### src/rtl/ecc_feature_collector.sv
// ECC feature collector: accumulates per-window ECC error statistics
// and publishes one registered nine-feature snapshot per window.
//
// Ports:
//   clk, rst          clock, synchronous active-high reset
//   evt_valid/ready   error event handshake
//   evt_type          0=read 1=write 2=scrub 3=reserved
//   evt_row, evt_col  failing row / column
//   feat_valid/ready  snapshot handshake
//   total_errors .. error_rate_int   16-bit feature outputs
//   table_overflow    overflow flag captured with the snapshot

// Tracking table: DEPTH entries of {valid, tag, count} keyed on an address.
// uniq_o/max_o are the post-update values for this cycle (before a clear),
// so a snapshot taken this cycle includes the current event.
module ecc_track_table #(
    parameter int W     = 16,
    parameter int DEPTH = 8
) (
    input  logic          clk,
    input  logic          rst,
    input  logic          upd,
    input  logic          clr,
    input  logic [W-1:0]  key,
    output logic [15:0]   uniq_o,
    output logic [15:0]   max_o,
    output logic          full_o
);
    localparam int IW = (DEPTH > 1) ? $clog2(DEPTH) : 1;

    function automatic logic [15:0] sat_inc(input logic [15:0] v);
        return (v == 16'hFFFF) ? v : v + 16'd1;
    endfunction

    logic [DEPTH-1:0] vld_q, vld_d;
    logic [W-1:0]     tag_q [DEPTH];
    logic [W-1:0]     tag_d [DEPTH];
    logic [15:0]      cnt_q [DEPTH];
    logic [15:0]      cnt_d [DEPTH];
    logic [15:0]      uniq_q, uniq_d, uniq_n;
    logic [15:0]      max_q, max_d, max_n;
    logic             hit, free;
    logic [IW-1:0]    hit_idx, free_idx;
    logic [15:0]      new_cnt;

    // Lookup against registered state; the descending free scan leaves
    // the lowest free index selected.
    always_comb begin
        hit      = 1'b0;
        hit_idx  = '0;
        free     = 1'b0;
        free_idx = '0;
        for (int i = 0; i < DEPTH; i++) begin
            if (vld_q[i] && tag_q[i] == key) begin
                hit     = 1'b1;
                hit_idx = IW'(i);
            end
        end
        for (int i = DEPTH - 1; i >= 0; i--) begin
            if (!vld_q[i]) begin
                free     = 1'b1;
                free_idx = IW'(i);
            end
        end
    end

    always_comb begin
        vld_d   = vld_q;
        tag_d   = tag_q;
        cnt_d   = cnt_q;
        uniq_n  = uniq_q;
        max_n   = max_q;
        full_o  = 1'b0;
        new_cnt = sat_inc(cnt_q[hit_idx]);
        if (upd) begin
            if (hit) begin
                cnt_d[hit_idx] = new_cnt;
                if (new_cnt > max_q) max_n = new_cnt;
            end else begin
                // A miss on a full table is still a distinct address.
                uniq_n = sat_inc(uniq_q);
                if (free) begin
                    vld_d[free_idx] = 1'b1;
                    tag_d[free_idx] = key;
                    cnt_d[free_idx] = 16'd1;
                    if (max_q == 16'd0) max_n = 16'd1;
                end else begin
                    full_o = 1'b1;
                end
            end
        end
        uniq_d = clr ? 16'd0 : uniq_n;
        max_d  = clr ? 16'd0 : max_n;
        if (clr) vld_d = '0;
    end

    assign uniq_o = uniq_n;
    assign max_o  = max_n;

    always_ff @(posedge clk) begin
        if (rst) begin
            vld_q  <= '0;
            uniq_q <= '0;
            max_q  <= '0;
            for (int i = 0; i < DEPTH; i++) begin
                tag_q[i] <= '0;
                cnt_q[i] <= '0;
            end
        end else begin
            vld_q  <= vld_d;
            uniq_q <= uniq_d;
            max_q  <= max_d;
            tag_q  <= tag_d;
            cnt_q  <= cnt_d;
        end
    end
endmodule

module ecc_feature_collector #(
    parameter int ROW_W         = 16,
    parameter int COL_W         = 16,
    parameter int TRACK_DEPTH   = 8,
    parameter int WINDOW_CYCLES = 1024,
    parameter int RATE_SHIFT    = 0
) (
    input  logic             clk,
    input  logic             rst,
    input  logic             evt_valid,
    output logic             evt_ready,
    input  logic [1:0]       evt_type,
    input  logic [ROW_W-1:0] evt_row,
    input  logic [COL_W-1:0] evt_col,
    output logic             feat_valid,
    input  logic             feat_ready,
    output logic [15:0]      total_errors,
    output logic [15:0]      read_errors,
    output logic [15:0]      write_errors,
    output logic [15:0]      scrub_errors,
    output logic [15:0]      unique_rows,
    output logic [15:0]      unique_cols,
    output logic [15:0]      max_row_hits,
    output logic [15:0]      max_col_hits,
    output logic [15:0]      error_rate_int,
    output logic             table_overflow
);
    localparam int WW = $clog2(WINDOW_CYCLES);
    localparam logic [WW-1:0] WIN_LAST = WW'(WINDOW_CYCLES - 1);

    typedef enum logic {COLLECT, STALL} state_e;

    function automatic logic [15:0] sat_inc(input logic [15:0] v);
        return (v == 16'hFFFF) ? v : v + 16'd1;
    endfunction

    state_e        state_q, state_d;
    logic [WW-1:0] win_q, win_d;
    logic [15:0]   total_q, total_d, total_n;
    logic [15:0]   read_q, read_d, read_n;
    logic [15:0]   write_q, write_d, write_n;
    logic [15:0]   scrub_q, scrub_d, scrub_n;
    logic          ovf_q, ovf_d, ovf_n;
    logic [144:0]  feat_q, feat_d;
    logic          feat_valid_q, feat_valid_d;
    logic          accept, cnt_en, snap, terminal;
    logic [15:0]   row_uniq, row_max, col_uniq, col_max;
    logic          row_full, col_full;
    logic [31:0]   rate_w;
    logic [15:0]   rate_sat;

    assign evt_ready = (state_q == COLLECT);
    assign accept    = evt_valid && evt_ready;
    assign cnt_en    = accept && (evt_type != 2'd3);
    assign terminal  = (win_q == WIN_LAST);

    ecc_track_table #(.W(ROW_W), .DEPTH(TRACK_DEPTH)) u_rows (
        .clk    (clk),
        .rst    (rst),
        .upd    (cnt_en),
        .clr    (snap),
        .key    (evt_row),
        .uniq_o (row_uniq),
        .max_o  (row_max),
        .full_o (row_full)
    );

    ecc_track_table #(.W(COL_W), .DEPTH(TRACK_DEPTH)) u_cols (
        .clk    (clk),
        .rst    (rst),
        .upd    (cnt_en),
        .clr    (snap),
        .key    (evt_col),
        .uniq_o (col_uniq),
        .max_o  (col_max),
        .full_o (col_full)
    );

    // Window FSM
    always_comb begin
        state_d = state_q;
        win_d   = win_q;
        snap    = 1'b0;
        unique case (state_q)
            COLLECT: begin
                if (terminal) begin
                    if (!feat_valid_q) snap = 1'b1;
                    else state_d = STALL;
                end else begin
                    win_d = win_q + WW'(1);
                end
            end
            STALL: begin
                if (!feat_valid_q) begin
                    snap    = 1'b1;
                    state_d = COLLECT;
                end
            end
            default: state_d = COLLECT;
        endcase
        if (snap) win_d = '0;
    end

    // Counters: *_n include this cycle's event, *_d also apply the clear.
    always_comb begin
        total_n = cnt_en ? sat_inc(total_q) : total_q;
        read_n  = (cnt_en && evt_type == 2'd0) ? sat_inc(read_q) : read_q;
        write_n = (cnt_en && evt_type == 2'd1) ? sat_inc(write_q) : write_q;
        scrub_n = (cnt_en && evt_type == 2'd2) ? sat_inc(scrub_q) : scrub_q;
        ovf_n   = ovf_q | row_full | col_full;
        total_d = snap ? 16'd0 : total_n;
        read_d  = snap ? 16'd0 : read_n;
        write_d = snap ? 16'd0 : write_n;
        scrub_d = snap ? 16'd0 : scrub_n;
        ovf_d   = snap ? 1'b0 : ovf_n;
        rate_w   = 32'(total_n) << RATE_SHIFT;
        rate_sat = (rate_w > 32'h0000_FFFF) ? 16'hFFFF : rate_w[15:0];
    end

    always_comb begin
        feat_d = feat_q;
        if (snap) begin
            feat_d = {total_n, read_n, write_n, scrub_n, row_uniq,
                      col_uniq, row_max, col_max, rate_sat, ovf_n};
        end
        feat_valid_d = feat_valid_q;
        if (snap) feat_valid_d = 1'b1;
        else if (feat_valid_q && feat_ready) feat_valid_d = 1'b0;
    end

    always_ff @(posedge clk) begin
        if (rst) begin
            state_q      <= COLLECT;
            win_q        <= '0;
            total_q      <= '0;
            read_q       <= '0;
            write_q      <= '0;
            scrub_q      <= '0;
            ovf_q        <= 1'b0;
            feat_q       <= '0;
            feat_valid_q <= 1'b0;
        end else begin
            state_q      <= state_d;
            win_q        <= win_d;
            total_q      <= total_d;
            read_q       <= read_d;
            write_q      <= write_d;
            scrub_q      <= scrub_d;
            ovf_q        <= ovf_d;
            feat_q       <= feat_d;
            feat_valid_q <= feat_valid_d;
        end
    end

    assign feat_valid = feat_valid_q;
    assign {total_errors, read_errors, write_errors, scrub_errors,
            unique_rows, unique_cols, max_row_hits, max_col_hits,
            error_rate_int, table_overflow} = feat_q;
endmodule

### config.mk
export PLATFORM = sky130hd
export DESIGN_NAME = ecc_feature_collector
export DESIGN_NICKNAME = d
export VERILOG_FILES = /design/src/rtl/ecc_feature_collector.sv
export SDC_FILE = /design/constraint.sdc
export NUM_CORES = 2
export LEC_CHECK = 0
export BUFFER_PORTS_ARGS = -buffer_cell sky130_fd_sc_hd__buf_4
export CORE_MARGIN = 1.5
export CORE_UTILIZATION = 56
export DETAILED_ROUTE_END_ITERATION = 16
export HOLD_SLACK_MARGIN = 0.02
export PLACE_DENSITY_LB_ADDON = 0.2
export SYNTH_ARGS = -nofsm -noshare
export SYNTH_HDL_FRONTEND = slang
export SYNTH_HIERARCHICAL = 1
export SYNTH_SLANG_ARGS = --single-unit
### constraint.sdc
create_clock -name clk -period 6.7 [get_ports clk]
set_input_delay 1.34 -clock clk [delete_from_list [all_inputs] [get_ports clk]]
set_output_delay 1.34 -clock clk [all_outputs]
set_load 0.005 [all_outputs]
==> metrics.md <==
| Metric | Value |
|---|---|
| Reg2reg setup slack | 0.73 ns |
| Syn Inst Count | 4451 |
| CTS tree | done |
| Buffers on Ports | 184 |
| Top cells by area, synth | dfxtp_1 42%, nand2_1 7.0%, mux2i_1 6.6%, xnor2_1 5.6%, nor2_1 4.6% |
| Final Max Tran Viols | 0 |
| R2R depth | 29 |
| Worst EP arrival | 7.07 ns |
| Predominant post-synthesis flop cell | dfxtp_1 |
| Number of global-route vias before repair | 32430 |
| Root Buffer | clkbuf_16 |
| Area leader, netlist | dfxtp_1 |
| Setup crit start | evt_col[3] |
| FP Rows | 94 |
| DIE AREA | 68840 µm² |
| CP most frequent cell | buf_4 |
| Yosys warns | 6 |
| TritonRoute pass-1 iters | 6 |
| DRT iter0 DRCs | 3154 |
| Worst Hold Class | reg -> reg |
| Mean post-synth cell area | 8.465 µm² |
| CP Max Fanout | 8 |
| Synth top cells by count | 798 x dfxtp_1, 699 x nand2_1, 466 x nor2_1, 250 x mux2i_1, 240 x xnor2_1 |
| Maximum vdd ir drop | 0.1661 mV |
| Post-Syn Nets | 4530 |
| First-pass GRT wire length | 178.1 mm |
| Max-cap violations | 0 |
| Finished Layout Cells | 5849 |
| Share of layout cells above drive strength 1 | 20.40% |
| Initial core utilization | 56.90% |
| Origin of the critical flop-to-flop path | u_cols/tag_q[99] |
| Final period util | 96.78% |
| Setup Total Neg Slack | 0 ns |
| Final setup viols | 0 |
| Antenna-violating nets left | 0 |
| Die Height | 262.4 µm |
| Num CTS Buffers | 85 |
| Largest net degree at the start of global routing | 99 |
| Vias | 34300 |
| Average via count per standard cell | 5.863 |
| Sequential share of the synthesized area | 42.40% |
| Lkg Pwr | 0.01772 µW |
| Outcome | complete, no violations |
| Final worst path period need | 6.484 ns |
| Clock transition at path regs | 0.06 ns |
| # IOs | 185 |
| Crit path kind | in -> reg |
| Nets@finish | 4994 |
| Placed instance count | 5678 |
| Clock sinks | 798 |
| Maximum clock rate | 154.2 MHz |
| Synthesized cell area | 37680 µm² |
| Die width | 262.4 µm |
| Crit. End Element | register |
| Top cell type's share of synthesized area | 42.40% |
| H-tree depth | 3 |
| Ys async rst share | 0% |
| Post-Route Skew | 0.03285 ns |
| Final Hold Viols | 0 |
| Hpwl dp | 83.63 mm |
| #FFs+latches synth | 798 |
| Antenna diodes | 0 |
| Most frequent cell after synthesis | dfxtp_1 |
| Slew margin rel. | 21.45% |
| CP max stage cell | or4_1 |
| Worst skew pair latency | 0.66 ns |
| Critical Path End | feat_q[25] |
| FF-to-FF End | feat_q[25] |
| Distinct cell type count after synthesis | 96 |
| CTS max path bufs | 3 |
| Worst setup SP type | primary input |
| Initial antenna violation count | 0 |
| Post-synth EDFFs | 0 |
| DRC Markers | 0 |
| Worst path max stage delay | 0.53 ns |
| Total Wirelength | 115.3 mm |
| Area Overhead vs Synth | 21.88% |
| Core Region | 66220 µm² |
| Overflow left after global routing | 0 |
| Req. time, crit path | 7.29 ns |
| Routability Congestion | 0.9831 |
| Wire per inst | 19.72 µm |
| Hold_buf cts | 0 |
| Power per cell area | 224.9 nW/µm² |
| Slew @ Worst Pin | 1.174 ns |
| Gr usage total | 32.14% |
cells by family (layout without fill, tap and decap cells):
family / after synthesis / after routing / synth area share (%)
flops: 798 / 798 / 42.40
buf+inv: 389 / 923 / 4.746
fa+ha+maj: 41 / 41 / 1.362
simple gates: 1773 / 1773 / 22.14
compound gates: 849 / 849 / 14.37
xor+xnor: 336 / 336 / 7.891
mux: 265 / 265 / 7.090
routing by layer:
metal	GRT usage (%)	up-vias	share of wire [%]
met1	43.62	16340	44
met5	0	-	0
li1	-	16360	-
met4	12.77	0	3.5
met2	51.50	1326	45
met3	4.741	274	7.1
area by class of cell:
cell class	instances	area, µm²
clock inverters	40	481.7
flip-flops and latches	798	15980
well taps	864	1081
multi-input cells	3264	20280
inverters	82	307.8
repair buffers	684	5325
fillers	5325	20300
clock buffers	117	2469
metrics by stage:
stage	worst slack [ns]	power, µW	hold slack, ns	instance area (µm²)	util (%)
after floorplan	-0.02296	5265	0.4168	37880	-
after global placement	-0.5696	5474	0.4303	42620	64.36
after detailed placement	-0.5539	5482	0.4383	42620	64.36
after CTS	0.1071	10380	0.4493	45570	68.82
after global routing	-0.01777	10610	0.4645	45920	69.35
final	0.2158	10330	0.4460	45920	69.35
layout by cell type, fill, tap and decap left out, types with 12 or more instances in the layout:
| cell | instances |
|---|---|
| a211oi_1 | 28 |
| a21o_1 | 17 |
| a21oi_1 | 114 |
| a22o_1 | 67 |
| a22oi_1 | 17 |
| a31oi_1 | 19 |
| and2_1 | 75 |
| and3_1 | 40 |
| and4_1 | 20 |
| buf_12 | 14 |
| buf_4 | 667 |
| clkbuf_16 | 86 |
| clkbuf_8 | 20 |
| clkinv_2 | 19 |
| dfxtp_1 | 798 |
| ha_1 | 39 |
| inv_1 | 75 |
| mux2_2 | 15 |
| mux2i_1 | 246 |
| nand2_1 | 697 |
| nand2b_1 | 17 |
| nand3_1 | 94 |
| nand4_1 | 97 |
| nor2_1 | 455 |
| nor3_1 | 61 |
| nor3b_1 | 12 |
| nor4_1 | 43 |
| o211ai_1 | 13 |
| o21a_1 | 16 |
| o21ai_0 | 160 |
| o21ai_1 | 234 |
| o221a_2 | 12 |
| o221ai_1 | 12 |
| or2_2 | 24 |
| or3_1 | 16 |
| or4_1 | 21 |
| xnor2_1 | 233 |
| xor2_1 | 91 |
what timing repair did:
action | 4_1_cts | 5_1_grt
resized for setup | 0 | 61
setup endpoints to repair | 0 | 64
buffers inserted | 0 | 14
worst min path at each step:
stage                       from                 to  slack, ns  depth (start not counted)
2_1_floorplan  u_cols/cnt_q[100]  u_cols/cnt_q[100]       0.42                          2
3_3_place_gp     u_rows/cnt_q[1]    u_rows/cnt_q[1]       0.43                          2
5_1_grt         u_cols/cnt_q[29]   u_cols/cnt_q[29]       0.46                          2
6_report             feat_q[119]        feat_q[119]       0.45                          2
4_1_cts         u_rows/cnt_q[37]   u_rows/cnt_q[37]       0.45                          2
3_5_place_dp     u_rows/cnt_q[1]    u_rows/cnt_q[1]       0.44                          2
critical path: cells and delay by family:
kind                     cells  cell delay, ns
AND/OR/NAND/NOR             11            2.47
buffers and inverters        7            0.98
AO/OA/AOI/OAI                9            1.63
multiplexers                 1            0.19
XOR/XNOR                     1            0.17
adder cells (fa/ha/maj)      1            0.27
state kept, by name, summed over array words and instances, names as in the netlist:
signal	flops
u_rows/vld_q	8
total_q	16
state_q	1
u_rows/cnt_q	128
scrub_q	16
u_cols/uniq_q	16
u_cols/max_q	16
u_cols/cnt_q	128
read_q	16
u_cols/tag_q	128
u_rows/max_q	16
feat_valid	1
u_rows/tag_q	128
ovf_q	1
feat_q	129
u_cols/vld_q	8
u_rows/uniq_q	16
win_q	10
write_q	16
power breakdown:
part           total [µW]  internal (µW)  leakage [µW]  switching, µW
sequential           4800           4780       0.00643           26.9
clock                4930           2910       0.00145           2030
combinational         591            230       0.00984            362
Power figures use the tool's default switching activity.
